### src/rtl/seg_scan_4digit.sv
// Four-digit time-multiplexed seven-segment scan driver with per-slot ghost blanking,
// leading-zero suppression, per-digit decimal points and a once-per-frame input snapshot.
module seg_scan_4digit #(
  parameter int unsigned CLK_FREQ       = 100_000_000,
  parameter int unsigned SCAN_HZ        = 1000,
  parameter int unsigned BLANK_CYC      = 2000,
  parameter int unsigned LZ_BLANK       = 1,
  parameter int unsigned SEG_ACTIVE_LOW = 1,
  parameter int unsigned SEL_ACTIVE_LOW = 1
) (
  input  logic       sys_clk,
  input  logic       sys_rst,
  input  logic [3:0] unit,
  input  logic [3:0] ten,
  input  logic [3:0] hun,
  input  logic [3:0] tho,
  input  logic [3:0] dp_en,
  input  logic       disp_en,
  output logic [3:0] sel,
  output logic [7:0] seg
);

  localparam int unsigned DIV   = CLK_FREQ / SCAN_HZ;
  localparam int          CNT_W = (DIV > 1) ? $clog2(DIV) : 1;

  localparam logic [CNT_W-1:0] CNT_LAST   = CNT_W'(DIV - 1);
  localparam logic [CNT_W-1:0] BLANK_LAST = CNT_W'(BLANK_CYC - 1);

  // Inactive output levels; XOR-ing an active-high pattern with these applies polarity.
  localparam logic [3:0] SEL_OFF = (SEL_ACTIVE_LOW != 0) ? 4'hF : 4'h0;
  localparam logic [7:0] SEG_OFF = (SEG_ACTIVE_LOW != 0) ? 8'hFF : 8'h00;

  typedef enum logic {
    SLOT_BLANK = 1'b0,
    SLOT_DRIVE = 1'b1
  } slot_state_e;

  logic [CNT_W-1:0] cnt;
  logic [1:0]       idx;
  slot_state_e      state_q;
  slot_state_e      state_d;

  logic [3:0][3:0]  digits_sh;
  logic [3:0]       dp_sh;

  logic [3:0]       lz_mask;
  logic [3:0]       digit;
  logic [7:0]       glyph;
  logic [3:0]       sel_d;
  logic [7:0]       seg_d;

  function automatic logic [6:0] decode7(input logic [3:0] d);
    logic [6:0] g;
    case (d)
      4'h0:    g = 7'h3F;
      4'h1:    g = 7'h06;
      4'h2:    g = 7'h5B;
      4'h3:    g = 7'h4F;
      4'h4:    g = 7'h66;
      4'h5:    g = 7'h6D;
      4'h6:    g = 7'h7D;
      4'h7:    g = 7'h07;
      4'h8:    g = 7'h7F;
      4'h9:    g = 7'h6F;
      4'hA:    g = 7'h77;
      4'hB:    g = 7'h7C;
      4'hC:    g = 7'h39;
      4'hD:    g = 7'h5E;
      4'hE:    g = 7'h79;
      default: g = 7'h71;
    endcase
    return g;
  endfunction

  // Slot counter and digit index.
  always_ff @(posedge sys_clk) begin
    // NOTE: state registers use non-blocking assignments so every flop samples pre-edge values.
    if (sys_rst) begin
      cnt <= '0;
      idx <= '0;
    end else if (cnt == CNT_LAST) begin
      cnt <= '0;
      idx <= idx + 2'd1;
    end else begin
      cnt <= cnt + 1'b1;
    end
  end

  always_ff @(posedge sys_clk) begin
    if (sys_rst) state_q <= SLOT_BLANK;
    else         state_q <= state_d;
  end

  // state_q tracks cnt in the same cycle: DRIVE exactly when cnt >= BLANK_CYC.
  always_comb begin
    // NOTE: every always_comb output gets a default first so no path can infer a latch.
    state_d = state_q;
    case (state_q)
      SLOT_BLANK: if (cnt == BLANK_LAST) state_d = SLOT_DRIVE;
      SLOT_DRIVE: if (cnt == CNT_LAST)   state_d = SLOT_BLANK;
      default:                           state_d = SLOT_BLANK;
    endcase
  end

  // Frame snapshot: one coherent set of digits for all four slots.
  always_ff @(posedge sys_clk) begin
    // NOTE: the shadow registers are small and must read as zero after reset, so they are reset.
    if (sys_rst) begin
      digits_sh <= '0;
      dp_sh     <= '0;
    end else if (idx == 2'd0 && cnt == '0) begin
      digits_sh <= {tho, hun, ten, unit};
      dp_sh     <= dp_en;
    end
  end

  assign lz_mask = (LZ_BLANK != 0)
                 ? {(digits_sh[3] == 4'd0),
                    (digits_sh[3] == 4'd0) && (digits_sh[2] == 4'd0),
                    (digits_sh[3] == 4'd0) && (digits_sh[2] == 4'd0) && (digits_sh[1] == 4'd0),
                    1'b0}
                 : 4'b0000;

  always_comb begin
    digit = digits_sh[idx];
    glyph = {dp_sh[idx], decode7(digit)};
    if (lz_mask[idx]) glyph = 8'h00;
    sel_d = 4'b0000;
    seg_d = 8'h00;
    if (disp_en && state_q == SLOT_DRIVE) begin
      sel_d = 4'b0001 << idx;
      seg_d = glyph;
    end
  end

  always_ff @(posedge sys_clk) begin
    if (sys_rst) begin
      sel <= SEL_OFF;
      seg <= SEG_OFF;
    end else begin
      sel <= sel_d ^ SEL_OFF;
      seg <= seg_d ^ SEG_OFF;
    end
  end

endmodule
### config.mk
export PLATFORM = sky130hd
export DESIGN_NAME = seg_scan_4digit
export DESIGN_NICKNAME = d
export VERILOG_FILES = /design/src/rtl/seg_scan_4digit.sv
export SDC_FILE = /design/constraint.sdc
export NUM_CORES = 1
export LEC_CHECK = 0
export ABC_AREA = 1
export CORE_UTILIZATION = 50
export DETAILED_ROUTE_END_ITERATION = 7
export PLACE_DENSITY = 0.76
export SYNTH_ARGS = -nofsm -noshare
export SYNTH_HDL_FRONTEND = slang
export SYNTH_SLANG_ARGS = --single-unit
### constraint.sdc
create_clock -name sys_clk -period 1.6 [get_ports sys_clk]
set_input_delay 0.4 -clock sys_clk [delete_from_list [all_inputs] [get_ports sys_clk]]
set_output_delay 0.4 -clock sys_clk [all_outputs]
set_load 0.02 [all_outputs]
# Yosys cells after proc, flatten, opt, wreduce, memory -nomap -nowiden
# Memories as Yosys holds them, arrays and structs flattened.
# Index checks and enable logic that the tools add are counted.
[totals] rom_bits=112 n_memories=1 reg_bits=52
[classes] n_reduce_logical=10 n_mux=12 n_shift=1 order_cmp=1 eq_ne=2 bitwise_logic=3 n_addsub=2
[mem_list] memory="(name not given)" words=16 word_bits=7 read_ports=1 rd_clocked_by_memory_dff=0 wr=0 line="54" source="case (d)"
[op_table] operator="17-bit by 1-bit adder with 17-bit output (second input constant)" n=1
[op_table] operator="17-bit by 11-bit == test with 1-bit output (second input constant)" n=1
[op_table] operator="17-bit == test (second input constant)" n=1
[op_table] operator="17-bit logical NOT" n=1
[op_table] operator="8-bit two-way mux" n=2
[op_table] operator="4-bit logical NOT" n=3
[op_table] operator="4-bit binary-select mux with 2-bit select" n=1
[op_table] operator="4-bit two-way mux" n=2
[op_table] operator="8-bit NOT" n=1
[op_table] operator="1-bit binary-select mux with 2-bit select" n=2
[op_table] operator="1-bit logical AND" n=4
[op_table] operator="1-bit two-way mux" n=4
[op_table] operator="4-bit NOT" n=1
[op_table] operator="1-bit by 2-bit left shift with 4-bit output (first input constant)" n=1
[op_table] operator="2-bit by 3-bit < comparator with 1-bit output (second input constant)" n=1
[op_table] operator="2-bit by 1-bit adder with 2-bit output (second input constant)" n=1
[op_table] operator="2-bit logical NOT" n=1
[op_table] operator="1-bit one-hot mux with 2 select lines" n=1
[op_table] operator="2-bit OR reduction" n=1
[op_table] operator="1-bit NOT" n=1

# Longest topological paths before layout
[logic_depth] ltp_word=8 ltp_mapped=11 mapped_depth_nobuf=10

# Worst setup path after synthesis
# OpenSTA, ideal clock, no wires.
[synth_timing] path_type="register to register" from="reg idx[1]" to="reg seg[3]" required_ns=1.541 slack_ns=-0.014 arrival_time_ns=1.555 n_path_buf=2 path_stages_with_launch=12 setup_ns=0.059 cell_sequence="dfxtp_1 -> clkbuf_2 -> inv_1 -> buf_6 -> a21oi_1 -> o21ai_0 -> nand2_1 -> ha_1 -> nand3b_1 -> nand3_1 -> nand2_1 -> nand2_1"
[synth_between] elab_chain_len=6 elab_cells_between_ends=8 cone_classes="mux (6); bitwise (1); memory (1)"
[synth_rtl] element="start, declared" line="39" source="logic [1:0] idx;"
[synth_rtl] element="start signal, assigned" line="83" source="idx <= idx + 2'd1;"
[synth_rtl] element="4-bit binary-select mux with 2-bit select" line="125" source="digit = digits_sh[idx];"
[synth_rtl] element="4-bit two-way mux (not written as such)" line="125"
[synth_rtl] element="memory read 16 x 7 bit"
[synth_rtl] element="8-bit two-way mux (*)" line="127" source="if (lz_mask[idx]) glyph = 8'h00;"
[synth_rtl] element="8-bit two-way mux (*)" line="130" source="if (disp_en && state_q == SLOT_DRIVE) begin"
[synth_rtl] element="8-bit NOT (no line) (*)"
[synth_rtl] element="end signal, assigned" line="142" source="seg <= seg_d ^ SEG_OFF;"
[synth_rtl] element="end, declared" line="20" source="output logic [7:0] seg"
# Mark *: on every way between the ends. The rest lies on a longest branch, timed or not. The select of a mux whose other input is x is not followed.
# A chain may end at the register's enable or synchronous reset.

# Final worst setup path
[layout_timing] from="reg idx[0]" to="reg seg[6]"
# Same word-level chain as after synthesis.

==> key figures <==
Power
  • Sequential share of power: 0.523
  • P_int: about 2 mW
  • NetSw: about 0.76 mW
  • Clock share of power: 0.288
  • Sw Ratio: 0.278
  • Leakage: 1.36 nW
  • Power density cells: 782 mW/mm^2
  • Combinational share of power: 0.189
  • Total power: 2.72 mW
  • Max VDD drop: ~480 uV

Yosys
  • Post-Syn Area: roughly 0.0029 sq mm
  • Area leader, netlist: dfxtp_1
  • Top FF cell, synth: dfxtp_1
  • YS warnings: 0
  • Mean Syn Cell Area: between 7 and 8 sq um
  • Synth cell types: 33
  • Synth top area share: 0.362
  • Seq cells post-synth: between 50 and 60
  • Sequential share of the synthesized area: 0.362
  • Number of flops mapped to enable cells by yosys: 0
  • Cell count after synthesis: 408
  • Syn Nets: approximately 440
  • Top cells by area, synth: dfxtp_1, nand2_1, nor2_1
  • Synth async-reset ratio: 0

Critical path
  • CP Max Fanout: 7
  • R2R setup slack: 0.10 ns
  • R2R cell count: 9
  • Worst r2r src: idx[0]$_SDFFE_PP0N_
  • Critical Path AT: approximately 1.7 ns
  • Worst EP required: around 1.8 ns
  • Worst setup EP type: flop
  • Critical setup path kind: flop to flop
  • Setup crit start: idx[0]$_SDFFE_PP0N_
  • Startpoint types: flop

Min path
  • Worst hold stages: 1
  • Hold Path Origin: cnt[0]$_SDFF_PP0_
  • Hold crit path type: flop to flop

STA
  • Setup Skew: ~0.0056 ns
  • Slew Limit Fails: 0
  • Final hold viol count: 0
  • Worst Max-Slew Pin Slew: ~0.33 ns
  • Final period util: 0.937
  • Slew margin rel.: 0.780
  • Minimum clock period: approximately 1.5 ns
  • Setup-failing EPs final: 0
  • Fmax: ~0.67 GHz

Clocking
  • Num CTS Buffers: 5
  • Root Buffer: clkbuf_8
  • CTS clk-pin slew, worst paths: about 0.09 ns
  • CTS Sinks: between 50 and 60
  • Skew-Pair Late Insertion Delay: 0.31 ns
  • CTS tree: done
  • H-tree Lvls: 2
  • Deepest clock path buffer count: 2

Global routing
  • GRT Resource Usage Total: 0.209
  • First-pass GRT wire length: roughly 10000 microns
  • Met1 Use GR: 0.296
  • Vias in the first global route: 2268
  • Largest net degree at the start of global routing: roughly 40
  • Initial antenna violation count: 0
  • GRT overflow: 0
  • Top Usage Layer GRT: met2
  • M3 GR Usage: 0.0459
  • Met2 usage in global routing: 0.307

Final layout
  • Share of layout cells above drive strength 1: 0.131
  • Ant diodes: 0
  • Final design utilization: 0.627
  • Register area: between 0.001 and 0.0015 sq mm
  • FILL cells: 550
  • Multi-input logic area: between 0.0015 and 0.002 sq mm
  • Final #Nets: ~480
  • Final Cell Area: roughly 0.0035 sq mm
  • Synthesis-to-layout area growth: 20.7%
  • Commonest cells after routing, fill and taps aside: nand2_1, nor2_1, dfxtp_1, nand3_1, a21oi_1
  • Most common cell after layout, fill and taps aside: nand2_1

Drt
  • Antenna Nets Post-Route: 0
  • Post-Route WL: between 6000 and 7000 microns
  • Wirelength per Cell: around 12 microns
  • Via count: ~2700
  • 1st-pass router iterations: 4
  • Residual DRC: 0
  • Vias per cell: 5.16
  • DRT iter0 DRCs: 160

Placement
  • Area after DPL: about 0.0033 sq mm
  • DPL Wire Length: about 4300 microns
  • I/O Buffers: 34
  • Routability Congestion: 0.884

Floorplanning
  • Core Rows: 27
  • Die width: between 70 and 80 microns
  • Die Span Y: around 78 microns
  • Initial core utilization: 0.519
  • I/O pin count: 35
  • Core ar.: ~0.0055 sq mm
  • Die area: between 0.006 and 0.007 sq mm

Status
  • Status: finished, final reports clean

Job
  • Number of max-cap violations: 0
==> path summary, 6_finish.rpt <==
check                                          to
worst min register to register  cnt[0]$_SDFF_PP0_
worst max register to register  seg[6]$_SDFF_PP1_
worst min-delay path            cnt[0]$_SDFF_PP0_
worst max-delay path            seg[6]$_SDFF_PP1_
==> cell usage after synthesis (all sizes together) (3+ instances only) <==
library cell,number
nand2,108
nor2,68
dfxtp,52
a21oi,33
nand3,33
inv,31
nand3b,24
buf,12
ha,12
nand4,10
o21ai,10
clkbuf,3
==> metrics by stage <==
step           hold slack (ns)  std cells  setup WS, ns  setup TNS (ns)
2_1_floorplan            0.439        408       0.00703               0
3_3_place_gp             0.455        512        0.0233               0
3_5_place_dp             0.464        512        0.0203               0
4_1_cts                  0.488        520        0.0186               0
5_1_grt                  0.500        522       -0.0475          -0.100
6_report                 0.486        522         0.101               0
==> layer usage <==
| metal | part of all wire | wire [microns] | up-vias |
|---|---|---|---|
| li1 | - | - | 1402 |
| met1 | 0.50 | 3010 | 1218 |
| met4 | 0.016 | 95 | 0 |
| met2 | 0.44 | 2690 | 66 |
| met3 | 0.043 | 260 | 7 |
| met5 | 0 | 0 | - |
==> worst max-delay path, cell delays in order (launching register included) <==
cell	delay, ns
dfxtp_2	0.34
buf_4	0.15
nand2_1	0.06
o21ai_0	0.07
nand2_1	0.08
nand2_1	0.13
ha_2	0.23
nand3b_1	0.18
nand3_1	0.10
nand2_1	0.06
==> logic make-up (layout without fill, tap and decap cells) <==
family	count (synthesis)	in the layout	share of synthesized area
adders and majority gates	12	12	0.0522
buffers and inverters	47	89	0.0809
AOI/OAI and AO/OA	45	45	0.0848
DFF	52	52	0.362
and+or+nand+nor	248	248	0.408
xor gates and xnor gates	4	4	0.0122
==> state kept, by name (all words and copies together), names as in the netlist <==
register	count
state_q	1
sel	4
digits_sh	16
seg	8
idx	2
cnt	17
dp_sh	4
==> power by group through the flow <==
stage	clock network, mW	registers (mW)	logic [mW]
after detailed placement	0	1.45	0.477
after global routing	0.860	1.43	0.587
after floorplan	0	1.43	0.357
after CTS	0.797	1.42	0.478
final	0.782	1.42	0.515
after global placement	0	1.44	0.464
==> what timing repair did <==
action,CTS,global route
resized for setup,12,13
pin swaps,0,3
hold buffers,0,0
gates cloned,0,1
setup endpoints to repair,12,43
buffers inserted,0,1
==> final cells by class <==
| type | instances | share of cell area |
|---|---|---|
| Inverter | 32 | 0.0346 |
| Sequential cell | 52 | 0.300 |
| Tap cell | 72 | 0.0259 |
| Clock inverter | 1 | 0.00216 |
| Timing Repair Buffer | 49 | 0.139 |
| Clock buffer | 7 | 0.0249 |
| Multi-Input combinational cell | 309 | 0.473 |
Note: power is estimated with default switching activity, not from simulation.
